<file path="config.mk">
export PLATFORM = sky130hd
export DESIGN_NAME = imem_loader
export DESIGN_NICKNAME = d
export VERILOG_FILES = /design/src/rtl/imem_loader.sv
export SDC_FILE = /design/constraint.sdc
export NUM_CORES = 1
export LEC_CHECK = 0
export ABC_AREA = 1
export CAP_MARGIN = 10
export CORE_AREA = 2 2 77 94
export DETAILED_ROUTE_END_ITERATION = 12
export DIE_AREA = 0 0 79 96
export PLACE_DENSITY = 0.78
export SETUP_SLACK_MARGIN = 0.05
export SLEW_MARGIN = 20
export SYNTH_ARGS = -nofsm -noshare
export SYNTH_HDL_FRONTEND = slang
export SYNTH_SLANG_ARGS = --single-unit
</file>
<file path="constraint.sdc">
create_clock -name CLK -period 2.3 [get_ports CLK]
set_input_delay 0.46 -clock CLK [delete_from_list [all_inputs] [get_ports CLK]]
set_output_delay 0.46 -clock CLK [all_outputs]
set_load 0.01 [all_outputs]
</file>
<file path="src/rtl/imem_loader.sv">
// Instruction-memory loader: takes a framed byte stream (count, big-endian words, XOR checksum),
// writes the words to sequential addresses from 0 and holds the CPU stalled for the whole session.
module imem_loader #(
    parameter int ADDR_W = 8
) (
    input  logic              CLK,
    input  logic              RST,
    input  logic              START,
    input  logic [7:0]        RX_DATA,
    input  logic              RX_VALID,
    output logic              RX_READY,
    output logic              WR_EN,
    output logic [ADDR_W-1:0] WR_ADDR,
    output logic [15:0]       WR_DATA,
    output logic              CPU_HOLD,
    output logic              BUSY,
    output logic              DONE,
    output logic              ERR
);

    typedef enum logic [2:0] {
        S_IDLE,
        S_COUNT,
        S_HI,
        S_LO,
        S_WRITE,
        S_CSUM,
        S_FIN
    } state_t;

    state_t            state, state_nx;
    logic [7:0]        n_words;
    logic [7:0]        words;
    logic [7:0]        csum;
    logic [7:0]        hi_byte;
    logic [ADDR_W-1:0] addr;
    logic [ADDR_W-1:0] wr_addr_q;
    logic [15:0]       wr_data_q;
    logic              err_q;
    logic              xfer;

    always_comb begin
        RX_READY = (state == S_COUNT) || (state == S_HI) ||
                   (state == S_LO)    || (state == S_CSUM);
        xfer     = RX_VALID && RX_READY;
        WR_EN    = (state == S_WRITE);
        BUSY     = (state != S_IDLE);
        CPU_HOLD = (state != S_IDLE);
        DONE     = (state == S_FIN);
        WR_ADDR  = wr_addr_q;
        WR_DATA  = wr_data_q;
        ERR      = err_q;
    end

    always_comb begin
        state_nx = state;
        case (state)
            S_IDLE:  if (START) state_nx = S_COUNT;
            S_COUNT: if (xfer)  state_nx = (RX_DATA == 8'd0) ? S_CSUM : S_HI;
            S_HI:    if (xfer)  state_nx = S_LO;
            S_LO:    if (xfer)  state_nx = S_WRITE;
            // words never exceeds 254 here, so the 8-bit increment cannot wrap
            S_WRITE: state_nx = ((words + 8'd1) == n_words) ? S_CSUM : S_HI;
            S_CSUM:  if (xfer)  state_nx = S_FIN;
            S_FIN:   state_nx = S_IDLE;
            default: state_nx = S_IDLE;
        endcase
    end

    always_ff @(posedge CLK) begin
        if (RST) begin
            state     <= S_IDLE;
            n_words   <= '0;
            words     <= '0;
            csum      <= '0;
            hi_byte   <= '0;
            addr      <= '0;
            wr_addr_q <= '0;
            wr_data_q <= '0;
            err_q     <= 1'b0;
        end else begin
            state <= state_nx;
            case (state)
                S_IDLE: begin
                    if (START) begin
                        err_q <= 1'b0;
                        words <= '0;
                        addr  <= '0;
                        csum  <= '0;
                    end
                end
                S_COUNT: begin
                    if (xfer) begin
                        n_words <= RX_DATA;
                        csum    <= RX_DATA;
                    end
                end
                S_HI: begin
                    if (xfer) begin
                        hi_byte <= RX_DATA;
                        csum    <= csum ^ RX_DATA;
                    end
                end
                S_LO: begin
                    // Address/data are captured here so they persist after the write cycle
                    if (xfer) begin
                        wr_data_q <= {hi_byte, RX_DATA};
                        wr_addr_q <= addr;
                        csum      <= csum ^ RX_DATA;
                    end
                end
                S_WRITE: begin
                    addr  <= addr + 1'b1;
                    words <= words + 8'd1;
                end
                S_CSUM: begin
                    if (xfer) err_q <= (RX_DATA != csum);
                end
                default: ;
            endcase
        end
    end

endmodule

</file>
# Word-level counts from Yosys, hierarchy flattened
# Index checks and enable logic that the tools add are counted.
# W data, S select, Z words.
[word_totals]
regBits = 68
in_bits = 12
out_inout_bits = 30
[op_classes]
n_addsub = 2
n_eq_ne = 14
muxes = 17
bitwise = 1
n_reduce_logical = 18
[ops]
columns = ["operator", "n"]
rows = [
  ["$pmux W8 S2", 2],
  ["$mux W8", 3],
  ["$pmux W8 S3", 1],
  ["$mux W3", 7],
  ["$pmux W3 S6", 1],
  ["$add A8 B1 Y8 const B", 2],
  ["$ne A2 B2 Y1 const B", 5],
  ["$eq A3 B3 Y1 const B", 3],
  ["$eq A8 B8 Y1", 1],
  ["$logic_not A8 Y1", 1],
  ["$ne A8 B8 Y1", 1],
  ["$reduce_and A2 Y1", 4],
  ["$xor A8 B8 Y8", 1],
  ["$eq A3 B2 Y1 const B", 2],
  ["$reduce_bool A3 Y1", 2],
  ["$reduce_and A5 Y1", 1],
  ["$reduce_and A4 Y1", 1],
  ["$reduce_bool A2 Y1", 2],
  ["$eq A3 B1 Y1 const B", 1],
  ["$logic_not A3 Y1", 1],
  ["$logic_or A1 B1 Y1", 3],
  ["$reduce_and A3 Y1", 1],
  ["$mux W1", 2],
  ["$ne A2 B1 Y1 const B", 1],
  ["3 further kinds", 3],
]

# Depth between registers and ports, before layout
# Gate-level depths: netlist of run 1.
[logic_depth]
ltp_word = 7
depth_mapped = 14
depth_no_buf = 14

# Worst setup path after synthesis of run 1
# No wires, ideal clock.
[synth_path]
path_kind = "reg2reg"
start = "reg words[0]"
end = "reg state[0]"
setup_ps = 68
arrival_ps = 1459
required_time_ps = 2232
setup_slack_ps = 773
path_stages_with_launch = 12
synth_period_minus_slack_ps = 1527
cell_sequence = "dfxtp_1 -> ha_1 -> nand2_1 -> inv_1 -> nand3_1 -> nand3_1 -> nand3_1 -> nor2_1 -> nand3_1 -> nand2_1 -> nand2_1 -> a21oi_2"
[synth_via]
elab_chain_cells = 4
[synth_rtl]
columns = ["element", "line", "text"]
rows = [
  ["from (decl)", "33", "logic [7:0] words;"],
  ["from (signal assigned)", "114", "words <= words + 8'd1;"],
  ["$add A8 B1 Y8", "63", "S_WRITE: state_nx = ((words + 8'd1) == n_words) ? S_CSUM : S_HI;"],
  ["$eq A8 B8 Y1", "63", ""],
  ["$mux W3", "63", ""],
  ["$pmux W3 S6", "57", "case (state)"],
  ["to (signal assigned)", "82", "state <= state_nx;"],
  ["to (decl)", "31", "state_t state, state_nx;"],
]
# Every way passes these cells.
# A chain may end at the register's enable or synchronous reset.

# Final worst setup path of run 1
[layout_path]
start = "reg state[2]"
end = "out DONE"
[layout_via]
elab_chain_cells = 1
[layout_rtl]
columns = ["element", "line", "text"]
rows = [
  ["$eq A3 B3 Y1", "49", "DONE = (state == S_FIN);"],
  ["to (decl)", "17", "output logic DONE,"],
]
# Every way passes these cells.

==> qor.yml, run 1 <==
routing:
  drtAntennaViolNets: 0
  firstDrtPassIters: 5
  wl_per_cell_um: 13.92
  drt-initial-drc-count: 187
  vias_per_cell: 5.319
  drc_errors: 0
  num_vias: 3165
  finalWirelength_mm: 8.284
clocking:
  cts-buffers-inserted: 9
  cts_sinks: 68
  worst_skew_pair.late_latency_ns: 0.35
  hold_buffers: 0
  cts_root_buffer: "clkbuf_8"
  htreeDepth: 3
  postCtsSetupRepairBufs: 0
  cts.path.max_buffers: 2
  path_clk_slew_ns: 0.07
  cts_tree: "done"
finish:
  layout-drive-gt1-share: 0.1161
  final_area_mm2: 0.004000
  areaGrowthSynthToFinish_pct: 22.16
  finalNetCount: 518
  antenna_cells: 0
  utilization: 0.5980
  n_fill_cell: 646
critical_path:
  endpoint_kind: "output pin"
  cp_slowest_cell: "clkdlybuf4s50_1"
  cp_data_arrival_time_ns: 1.73
  path_cells: "inv_2 -> nor3_1 -> clkdlybuf4s50_1"
  cp-start-kind: "flop"
  critPathRequiredTime_ns: 1.84
  slowest_delay_ns: 0.56
  path_max_fanout: 6
  critPathKind: "flop to output pin"
timing:
  clock_skew_ns: 0.01015
  rsz0062_at_grt: "true"
  hold_viol_final: 0
  slew_headroom: 0.5665
  fin_setup_tns_ns: 0
  min_period_ns: 2.189
  finalWorstSetupSlack_ns: 0.1106
  max_slew.worst_pin.slew_ns: 0.6496
  setup_viol: 0
  slew_violations: 0
  clock.fmax_ghz: 0.4567
  post-route-period-util: 0.9519
power:
  powerDensity_mw_per_mm2: 832.3
  internal_power_mw: 2.243
  p_seq_frac: 0.417
  p_leak_nw: 1.511
  ir_drop_mv: 0.5782
  finalPower_mw: 3.329
  p_switching_mw: 1.086
  p_comb_frac: 0.269
  switching_share: 0.3263
  clock_power_share: 0.315
synthesis:
  synth-seq-cells: 68
  async_reset_ff_frac: 0
  avgSynthCellArea_um2: 7.118
  yosysSeqAreaShare: 0.4157
  synth_cells: 460
  synth_cell_types: 33
  synth_nets: 474
  synth-edff-count: 0
  synth_flop_cell: "dfxtp_1"
  ys_warn_count: 0
  syn_area_mm2: 0.003274
floorplan:
  io_pins: 42
  rows: 33
  initial_utilization: 0.4895
  core_area_mm2: 0.006689
  floorplan.die.height_um: 96
  fp.dieW_um: 79
  die_area_mm2: 0.007584
placement:
  placed_area_mm2: 0.003789
  dp_slack_ns: 0.1894
  dp_hpwl_mm: 5.954
  portBuffers: 41
  gp_congestion: 0.9599
global_route:
  grt_max_degree: 46
  grt_usage: 0.2335
  grt_pass1_vias: 2964
  grt_pass1_wl_mm: 13.72
  antenna_found_initial: 0
  grt_overflow: 0
worst_hold_path:
  hold_path_class: "flop to flop"
run:
  max_cap_viol_count: 0
status:
  status: "finished clean"
sequential cells by signal, summed over array words and instances (netlist names), 3 cells and up:
| name | flops |
|---|---|
| WR_DATA | 16 |
| WR_ADDR | 8 |
| addr | 8 |
| csum | 8 |
| hi_byte | 8 |
| n_words | 8 |
| words | 8 |
| state | 3 |
layer usage:
layer | routed length [um] | GRT usage
met1 | 3633 | 0.2761
met2 | 4131 | 0.4068
met3 | 283 | 0.05441
met4 | 235 | 0.09770
met5 | 0 | 0
final timing paths:
kind	startpoint	end	slack, ns	cells after the start
hold / removal	csum[4]	csum[4]	0.46	2
setup / recovery	state[2]	DONE	0.11	3
hold reg to reg	csum[4]	csum[4]	0.46	2
setup reg to reg	words[0]	state[1]	0.48	12
Yosys cell counts, drive strengths merged, types with 4 or more instances:
cell type	count	area, um^2
nand2	104	407.9
dfxtp	68	1361
o22ai	4	25.02
a211oi	6	45.04
buf	9	50.04
nand4	4	25.02
nor2	35	192.7
nand3	58	290.3
clkbuf	10	37.54
a21oi	59	302.8
xnor2	7	61.31
inv	51	191.4
o21ai	25	125.1
a221oi	4	35.03
per-stage QoR:
step           hold WS, ns  instances
2_1_floorplan       0.4372        460
3_3_place_gp        0.4462        580
3_5_place_dp        0.4545        580
4_1_cts             0.4651        595
5_1_grt             0.4813        595
6_report            0.4633        595
final cells by class:
type | instances | area [um^2] | area share
clock buffer | 10 | 127.6 | 0.03190
clock inverter | 5 | 77.57 | 0.01939
inverter | 52 | 195.2 | 0.04880
multi-input combinational | 321 | 1635 | 0.4088
sequential | 68 | 1363 | 0.3406
tap | 87 | 108.9 | 0.02721
timing repair buffer | 52 | 493.0 | 0.1232
power groups by stage:
stage	sequential, mW	clock, mW	combinational, mW
global route	1.40	1.11	0.988
floorplan	1.39	0	0.644
CTS	1.38	1.05	0.890
detailed placement	1.41	0	0.879
finish	1.39	1.05	0.895
global placement	1.41	0	0.862
critical path: cells and delay by family (launching register included):
family	cells	cell delay (ns)
flops	1	0.51
buf+inv	2	0.71
simple gates	1	0.16
timing repair:
action                                  in CTS  in global routing
gates resized for setup                      0                  2
endpoints found under the setup margin       0                  1
hold endpoints to repair                     0                  0
placed cells by master (no fill, tap or decap), drive strengths merged, types with 2 or more instances in the layout:
| cell type | instances |
|---|---|
| o22ai | 4 |
| bufinv | 2 |
| nor3 | 3 |
| a221oi | 4 |
| nand2 | 104 |
| a21oi | 59 |
| xnor2 | 7 |
| dfxtp | 68 |
| xor2 | 3 |
| nor2 | 35 |
| ha | 2 |
| clkbuf | 10 |
| o21ai | 25 |
| clkinv | 3 |
| nand4 | 4 |
| buf | 11 |
| clkdlybuf4s50 | 41 |
| inv | 51 |
| a211oi | 6 |
| o21a | 2 |
| nand3 | 58 |
cell families after synthesis:
| family | count (synthesis) | share of synthesized area |
|---|---|---|
| adders and majority gates | 2 | 0.007641 |
| AOI/OAI and AO/OA | 102 | 0.1735 |
| DFF | 68 | 0.4157 |
| buffers and inverters | 71 | 0.08636 |
| xor gates and xnor gates | 10 | 0.02675 |
| and+or+nand+nor | 207 | 0.2900 |
Power figures use the tool's default switching activity.
==> inputs of run 2 (changes only) <==
--- a/config.mk
+++ b/config.mk
@@ -6,7 +6,7 @@
 export NUM_CORES = 1
 export LEC_CHECK = 0
 export ABC_AREA = 1
-export CAP_MARGIN = 10
+export CAP_MARGIN = 20
 export CORE_AREA = 2 2 77 94
 export DETAILED_ROUTE_END_ITERATION = 12
 export DIE_AREA = 0 0 79 96
==> results of run 2 <==
Same layout as run 1: the final DEF is identical, and so are final timing and power.
